**src/rtl/hilo_mdu_pkg.sv**
```systemverilog
// hilo_mdu_pkg: shared ALU control codes and MDU state encoding.
// Used by hilo_mdu and anything that drives its alucontrol input.
package hilo_mdu_pkg;

  localparam logic [4:0] MULT_CONTROL  = 5'h18;
  localparam logic [4:0] MULTU_CONTROL = 5'h19;
  localparam logic [4:0] DIV_CONTROL   = 5'h1a;
  localparam logic [4:0] DIVU_CONTROL  = 5'h1b;
  localparam logic [4:0] MFHI_CONTROL  = 5'h10;
  localparam logic [4:0] MFLO_CONTROL  = 5'h12;
  localparam logic [4:0] MTHI_CONTROL  = 5'h11;
  localparam logic [4:0] MTLO_CONTROL  = 5'h13;

  typedef enum logic [1:0] {
    IDLE = 2'd0,
    MUL  = 2'd1,
    DIV  = 2'd2,
    DONE = 2'd3
  } mdu_state_e;

endpackage

```
**src/rtl/hilo_mdu_div_iter.sv**
```systemverilog
// div_iter: radix-2 restoring divider, one quotient bit per clock.
// Ports:
//   clk, rst      clock, async active-low reset
//   load          capture a/b/signed_en and start WIDTH iterations
//   signed_en     treat a and b as two's complement
//   a, b          dividend, divisor
//   busy          iterations outstanding
//   done          high during the final iteration cycle
//   quot, rem     sign-corrected results, valid once busy drops
module div_iter #(
  parameter int WIDTH = 32
) (
  input  logic             clk,
  input  logic             rst,
  input  logic             load,
  input  logic             signed_en,
  input  logic [WIDTH-1:0] a,
  input  logic [WIDTH-1:0] b,
  output logic             busy,
  output logic             done,
  output logic [WIDTH-1:0] quot,
  output logic [WIDTH-1:0] rem
);
  localparam int CNT_W = $clog2(WIDTH + 1);

  logic [CNT_W-1:0] cnt_q, cnt_d;
  // dvd_q starts as |a| and is shifted out while quotient bits shift in.
  logic [WIDTH-1:0] dvd_q, dvd_d;
  logic [WIDTH-1:0] dvs_q, dvs_d;
  logic [WIDTH:0]   rem_q, rem_d;
  logic             qneg_q, qneg_d;
  logic             rneg_q, rneg_d;
  logic             dz_q, dz_d;

  logic             a_neg, b_neg;
  logic [WIDTH:0]   r_sh, diff;

  always_comb begin
    a_neg  = signed_en & a[WIDTH-1];
    b_neg  = signed_en & b[WIDTH-1];
    r_sh   = {rem_q[WIDTH-1:0], dvd_q[WIDTH-1]};
    diff   = r_sh - {1'b0, dvs_q};
    cnt_d  = cnt_q;
    dvd_d  = dvd_q;
    dvs_d  = dvs_q;
    rem_d  = rem_q;
    qneg_d = qneg_q;
    rneg_d = rneg_q;
    dz_d   = dz_q;
    if (load) begin
      cnt_d  = CNT_W'(WIDTH);
      dvd_d  = a_neg ? -a : a;
      dvs_d  = b_neg ? -b : b;
      rem_d  = '0;
      qneg_d = a_neg ^ b_neg;
      rneg_d = a_neg;
      dz_d   = (b == '0);
    end else if (busy) begin
      cnt_d = cnt_q - CNT_W'(1);
      if (!diff[WIDTH]) begin
        rem_d = diff;
        dvd_d = {dvd_q[WIDTH-2:0], 1'b1};
      end else begin
        rem_d = r_sh;
        dvd_d = {dvd_q[WIDTH-2:0], 1'b0};
      end
    end
  end

  assign busy = (cnt_q != '0);
  assign done = (cnt_q == CNT_W'(1));
  // With a zero divisor the remainder already equals |a|; restoring the sign
  // of a gives back a itself, so only the quotient needs forcing.
  assign quot = dz_q ? '1 : (qneg_q ? -dvd_q : dvd_q);
  assign rem  = rneg_q ? -rem_q[WIDTH-1:0] : rem_q[WIDTH-1:0];

  always_ff @(posedge clk or negedge rst) begin
    if (!rst) begin
      cnt_q  <= '0;
      dvd_q  <= '0;
      dvs_q  <= '0;
      rem_q  <= '0;
      qneg_q <= 1'b0;
      rneg_q <= 1'b0;
      dz_q   <= 1'b0;
    end else begin
      cnt_q  <= cnt_d;
      dvd_q  <= dvd_d;
      dvs_q  <= dvs_d;
      rem_q  <= rem_d;
      qneg_q <= qneg_d;
      rneg_q <= rneg_d;
      dz_q   <= dz_d;
    end
  end
endmodule

```
**src/rtl/hilo_mdu.sv**
```systemverilog
// hilo_mdu: execute-stage multiply/divide unit with HI/LO registers.
// Ports:
//   clk, rst        clock, async active-low reset
//   start           MDU instruction present in execute
//   alucontrol      *_CONTROL operation code
//   a, b            rs / rt operands
//   flush           abandon in-flight operation
//   stall           hold pipeline (combinational)
//   result          MFHI/MFLO read data, else 0
//   hi, lo          architectural HI/LO
//
// state | meaning
// IDLE  | accepting; MTHI/MTLO/MFHI/MFLO complete here
// MUL   | product moving through the register chain
// DIV   | divider iterating
// DONE  | result ready, HI/LO written at the end of this cycle
module hilo_mdu
  import hilo_mdu_pkg::*;
#(
  parameter int WIDTH   = 32,
  parameter int MUL_LAT = 2,
  parameter int CTRL_W  = 5
) (
  input  logic              clk,
  input  logic              rst,
  input  logic              start,
  input  logic [CTRL_W-1:0] alucontrol,
  input  logic [WIDTH-1:0]  a,
  input  logic [WIDTH-1:0]  b,
  input  logic              flush,
  output logic              stall,
  output logic [WIDTH-1:0]  result,
  output logic [WIDTH-1:0]  hi,
  output logic [WIDTH-1:0]  lo
);
  localparam int CNT_W = (MUL_LAT > 2) ? $clog2(MUL_LAT) : 1;

  mdu_state_e       state_q, state_d;
  logic [WIDTH-1:0] hi_q, hi_d, lo_q, lo_d;
  logic             op_div_q, op_div_d;
  logic [CNT_W-1:0] mul_cnt_q, mul_cnt_d;
  logic [2*WIDTH-1:0] mul_pipe_q [MUL_LAT];
  logic [2*WIDTH-1:0] mul_pipe_d [MUL_LAT];

  logic is_mul, is_div, is_signed, accept;
  logic div_busy, div_done;
  logic [WIDTH-1:0] div_quot, div_rem;

  function automatic logic [2*WIDTH-1:0] mul_full(input logic [WIDTH-1:0] x,
                                                  input logic [WIDTH-1:0] y,
                                                  input logic sgn);
    logic [2*WIDTH-1:0] xe, ye;
    xe = {{WIDTH{sgn & x[WIDTH-1]}}, x};
    ye = {{WIDTH{sgn & y[WIDTH-1]}}, y};
    return xe * ye;
  endfunction

  always_comb begin
    is_mul    = (alucontrol == CTRL_W'(MULT_CONTROL)) | (alucontrol == CTRL_W'(MULTU_CONTROL));
    is_div    = (alucontrol == CTRL_W'(DIV_CONTROL))  | (alucontrol == CTRL_W'(DIVU_CONTROL));
    is_signed = (alucontrol == CTRL_W'(MULT_CONTROL)) | (alucontrol == CTRL_W'(DIV_CONTROL));
    accept    = (state_q == IDLE) & start & (is_mul | is_div) & ~flush;
    stall     = accept | (state_q == MUL) | (state_q == DIV);
  end

  div_iter #(.WIDTH(WIDTH)) u_div (
    .clk       (clk),
    .rst       (rst),
    .load      (accept & is_div),
    .signed_en (is_signed),
    .a         (a),
    .b         (b),
    .busy      (div_busy),
    .done      (div_done),
    .quot      (div_quot),
    .rem       (div_rem)
  );

  // Stage 0 is loaded with the product on the acceptance edge, so the
  // acceptance cycle counts as the first multiply stall cycle. MUL holds
  // for the remaining MUL_LAT-1 cycles; with MUL_LAT=1 it is skipped.
  always_comb begin
    mul_pipe_d = mul_pipe_q;
    if (accept & is_mul) mul_pipe_d[0] = mul_full(a, b, is_signed);
    for (int i = 1; i < MUL_LAT; i++) mul_pipe_d[i] = mul_pipe_q[i-1];
  end

  always_comb begin
    state_d   = state_q;
    op_div_d  = op_div_q;
    mul_cnt_d = mul_cnt_q;
    hi_d      = hi_q;
    lo_d      = lo_q;
    case (state_q)
      IDLE: begin
        if (accept) begin
          op_div_d  = is_div;
          mul_cnt_d = CNT_W'(MUL_LAT - 2);
          if (is_div)            state_d = DIV;
          else if (MUL_LAT == 1) state_d = DONE;
          else                   state_d = MUL;
        end else if (start & ~flush) begin
          if (alucontrol == CTRL_W'(MTHI_CONTROL)) hi_d = a;
          if (alucontrol == CTRL_W'(MTLO_CONTROL)) lo_d = a;
        end
      end
      MUL: begin
        if (mul_cnt_q == '0) state_d = DONE;
        else                 mul_cnt_d = mul_cnt_q - CNT_W'(1);
      end
      DIV: begin
        if (div_done | ~div_busy) state_d = DONE;
      end
      DONE: begin
        state_d = IDLE;
        if (op_div_q) begin
          hi_d = div_rem;
          lo_d = div_quot;
        end else begin
          {hi_d, lo_d} = mul_pipe_q[MUL_LAT-1];
        end
      end
      default: state_d = IDLE;
    endcase
    if (flush) begin
      state_d = IDLE;
      hi_d    = hi_q;
      lo_d    = lo_q;
    end
  end

  always_comb begin
    result = '0;
    if (start & (alucontrol == CTRL_W'(MFHI_CONTROL))) result = hi_q;
    if (start & (alucontrol == CTRL_W'(MFLO_CONTROL))) result = lo_q;
  end

  assign hi = hi_q;
  assign lo = lo_q;

  always_ff @(posedge clk or negedge rst) begin
    if (!rst) begin
      state_q   <= IDLE;
      hi_q      <= '0;
      lo_q      <= '0;
      op_div_q  <= 1'b0;
      mul_cnt_q <= '0;
      for (int i = 0; i < MUL_LAT; i++) mul_pipe_q[i] <= '0;
    end else begin
      state_q    <= state_d;
      hi_q       <= hi_d;
      lo_q       <= lo_d;
      op_div_q   <= op_div_d;
      mul_cnt_q  <= mul_cnt_d;
      mul_pipe_q <= mul_pipe_d;
    end
  end
endmodule

```
**config.mk**
```make
export PLATFORM = sky130hd
export DESIGN_NAME = hilo_mdu
export DESIGN_NICKNAME = d
export VERILOG_FILES = /design/src/rtl/hilo_mdu_pkg.sv /design/src/rtl/hilo_mdu_div_iter.sv /design/src/rtl/hilo_mdu.sv
export SDC_FILE = /design/constraint.sdc
export NUM_CORES = 2
export LEC_CHECK = 0
export CORE_AREA = 2 2 306 308
export DETAILED_ROUTE_END_ITERATION = 8
export DIE_AREA = 0 0 308 310
export GPL_TIMING_DRIVEN = 0
export HOLD_SLACK_MARGIN = 0.1
export PLACE_DENSITY_LB_ADDON = 0.1
export SYNTH_ARGS = -nofsm -noshare
export SYNTH_HDL_FRONTEND = slang
export SYNTH_SLANG_ARGS = --single-unit
```
**constraint.sdc**
```tcl
create_clock -name clk -period 3.7 [get_ports clk]
set_input_delay 1.11 -clock clk [delete_from_list [all_inputs] [get_ports clk]]
set_output_delay 1.11 -clock clk [all_outputs]
set_load 0.05 [all_outputs]
```
==> impl_metrics.yaml <==
clock_tree:
  cts_hold_buffers: 0
  cts_max_level: 2
  cts.path.max_buffers: 3
  cts_root_buf: "clkbuf_16"
  cts_num_sinks: 300
  cts_buffers: 34
  tritoncts: "done"
  path_clk_slew_ps: 60
  insertion_delay_ps: 540
synthesis:
  synthMuxAreaShare: 0.00518
  synthAdderAreaFrac: 0.476
  synth_edf_count: 0
  syn-cell-area_mm2: 0.0541
  yosysUniqueCellTypes: 69
  netlist_top_cells_area: "fa_1 (42%), dfrtp_1 (14%), inv_1 (8.2%)"
  synthCells: 6090
  synthSimpleGateAreaFrac: 0.150
  yosys.area.top_type: "fa_1"
  ys_seq_area_frac: 0.139
  synth_top_family_by_area: "adder cells"
  async_flop_share: 1.00
  avgSynthCellArea_um2: 8.88
  ys_seq_elements: 300
  yosysTopAreaCellShare: 0.417
  synthXorXnorAreaFrac: 0.0366
  synth-warning-count: 0
  syn_nets: 7543
  synthFlopType: "dfrtp_1"
  synth_compound_area_frac: 0.0850
critical_path:
  end_kind: "flip-flop"
  crit_arrival_ps: 9140
  cp_max_fo: 10
  crit_required_ps: 4100
  critPathKind: "primary input to flip-flop"
  worstSetupStartpointType: "primary input"
final_layout:
  regArea_mm2: 0.00751
  final_nets: 7945
  area_growth_pct: 20.7
  drive_above_1_share: 0.158
  multiInputGateArea_mm2: 0.0435
  fill_cells: 7390
floorplanning:
  rows: 112
  dieArea_mm2: 0.0955
  coreArea_mm2: 0.0925
  start_util: 0.585
  die_w_um: 308
  pin_count: 170
  dieHeight_um: 310
timing:
  setup_viol: 112
  timing.final.crit_share: 2.36
  worstMarginPinSlew_ps: 1400
  rsz0062_at_grt: "true"
  finalWorstSetupSlack_ps: -5040
  max_slew_margin: 0.0599
  fin_crit_ps: 8740
  skew_ps: 13.4
  drv_slew: 0
  max_freq_mhz: 114
  hold_viol: 0
route:
  drtPass1Iterations: 6
  wl_per_cell_um: 28.4
  drc: 0
  wl_um: 220000
  vias_per_cell: 6.09
  antenna_left: 0
  drt_iter0_drc: 4993
  dr_total_vias: 47100
grt:
  first_global_vias: 47700
  grt_overflow: 0
  grt_max_degree: 123
  grtUsageTotal: 0.465
  grt_pass1_wl_um: 317000
  grt_antenna_before_repair: 20
placement:
  globalplace.congestion: 1.04
  dp_hpwl_um: 170000
  place_ws_ps: -7970
  numPortBuffers: 121
status:
  status: "complete, but fails checks"
  violations: "setup timing"
run:
  drv_cap: 0
min_path:
  hp-class: "flip-flop to flip-flop"
## critical path, stage by stage
cell      delay, ps
clkbuf_2        280
clkbuf_2        450
and2_1          280
fa_1            530
inv_1            50
fa_1            530
inv_1            50
fa_1            510
fa_1            570
inv_1            60
fa_1            490
fa_1            540
fa_1            500
inv_1            50
fa_1            500
ha_1            410
a21o_1          250
a21o_1          190
a211oi_2        290
o211ai_1        180
a31oi_4         220
buf_12          160
o31a_1          250
o21ai_2          90
a21oi_2         180
xor2_2          270
o21ai_1         110
## metrics by stage
stage | std cells | TNS, ps | instance area [um^2] | util | hold slack (ps)
after floorplan | 6090 | -209460 | 55300 | - | 349
after global placement | 7408 | -3970500 | 58000 | 0.627 | 359
after detailed placement | 7413 | -476250 | 58100 | 0.628 | 358
after CTS | 7651 | -230510 | 63900 | 0.691 | 366
after global routing | 7715 | -245530 | 65300 | 0.706 | 381
final | 7726 | -233750 | 65300 | 0.706 | 366
## registers in the layout, indices dropped and copies added (netlist names), 6 cells and up
signal       flops
u_div.cnt_q      6
hi              32
u_div.dvs_q     32
lo              32
u_div.rem_q     32
mul_pipe_d      64
mul_pipe_q      64
u_div.dvd_q     32
## cell type report
| class | instances | area share |
|---|---|---|
| antenna | 13 | 0.000498 |
| buffer | 361 | 0.0529 |
| clock buffer | 43 | 0.0142 |
| clock inverter | 17 | 0.00341 |
| inverter | 1190 | 0.0693 |
| multi-input combinational | 4227 | 0.666 |
| sequential | 300 | 0.115 |
| tap | 1197 | 0.0229 |
| timing repair buffer | 377 | 0.0553 |
| timing repair inverter | 1 | 0.000249 |
## routing by layer
metal,up-vias,global-route usage,part of all wire
li1,19200,-,-
met1,23900,0.582,0.36
met2,3044,0.685,0.43
met3,881,0.154,0.13
met4,26,0.320,0.086
met5,-,0.0202,0.0015
## layout by cell type, fill, tap and decap left out, types with 17 or more instances in the layout
cell type,n
clkbuf_8,50
nor2b_1,39
nor3_1,27
inv_2,47
fa_1,1082
xnor2_1,98
buf_12,29
a31oi_1,41
clkbuf_4,41
clkdlybuf4s50_1,66
ha_4,62
buf_4,209
nand3_1,30
or3_1,17
inv_1,1127
nand2_1,1035
mux2i_1,27
buf_6,101
a21oi_1,192
a22o_1,35
o21ai_1,60
ha_1,186
o21ai_0,200
clkbuf_2,36
dfrtp_1,300
o31ai_1,30
a21oi_2,24
nand4_1,17
buf_8,30
and3_1,19
xor2_1,91
nor2_1,211
nand2b_1,20
clkbuf_1,117
fa_2,44
and2_1,269
a21o_1,36
clkbuf_16,69
## worst paths after layout
check,from,to,slack [ps],depth (start not counted)
min in group asynchronous,rst,hi[10]$_DFFE_PN0P_,520,1
min,mul_pipe_d[55]$_DFFE_PN0P_,mul_pipe_q[55]$_DFF_PN0_,370,0
max in group asynchronous,rst,mul_pipe_d[37]$_DFFE_PN0P_,2100,2
min reg2reg,mul_pipe_d[55]$_DFFE_PN0P_,mul_pipe_q[55]$_DFF_PN0_,370,0
max,a[29],mul_pipe_d[52]$_DFFE_PN0P_,-5040,27
max reg2reg,u_div.dvd_q[31]$_DFFE_PN0P_,u_div.rem_q[19]$_DFFE_PN0P_,-90,17
## synthesized netlist by cell type, drive strengths merged (6+ instances only)
library cell,number
o21ai,280
a211oi,10
a21oi,231
xor2,108
nand2b,20
and3,28
o41ai,15
fa,1126
nor4,19
mux2i,28
o21a,17
a22o,35
a211o,6
nand3,43
and2,284
xnor2,118
o31ai,37
or4,10
a31oi,46
nand4,17
clkbuf,318
nor2b,40
o211ai,9
o21bai,10
nor3,34
or3,18
a21o,36
nand2,1063
ha,254
buf,56
dfrtp,300
nor2,228
inv,1187
## repair_timing
action,4_1_cts,5_1_grt
buffers inserted,180,80
resized for setup,1081,293
pin swaps,202,204
gates cloned,7,1
endpoints found under the setup margin,182,143
## cell families (layout without fill, tap and decap cells)
kind of cell | after synthesis | after routing
and+or+nand+nor | 1820 | 1820
buffers and inverters | 1564 | 1989
adders and majority gates | 1380 | 1380
AOI/OAI and AO/OA | 772 | 772
DFF | 300 | 300
xor gates and xnor gates | 226 | 227
muxes | 28 | 28
other | 0 | 13
Power is left out: the tool's default activity adds up to more than one toggle a clock period on the data nets, which glitch-free logic cannot reach.
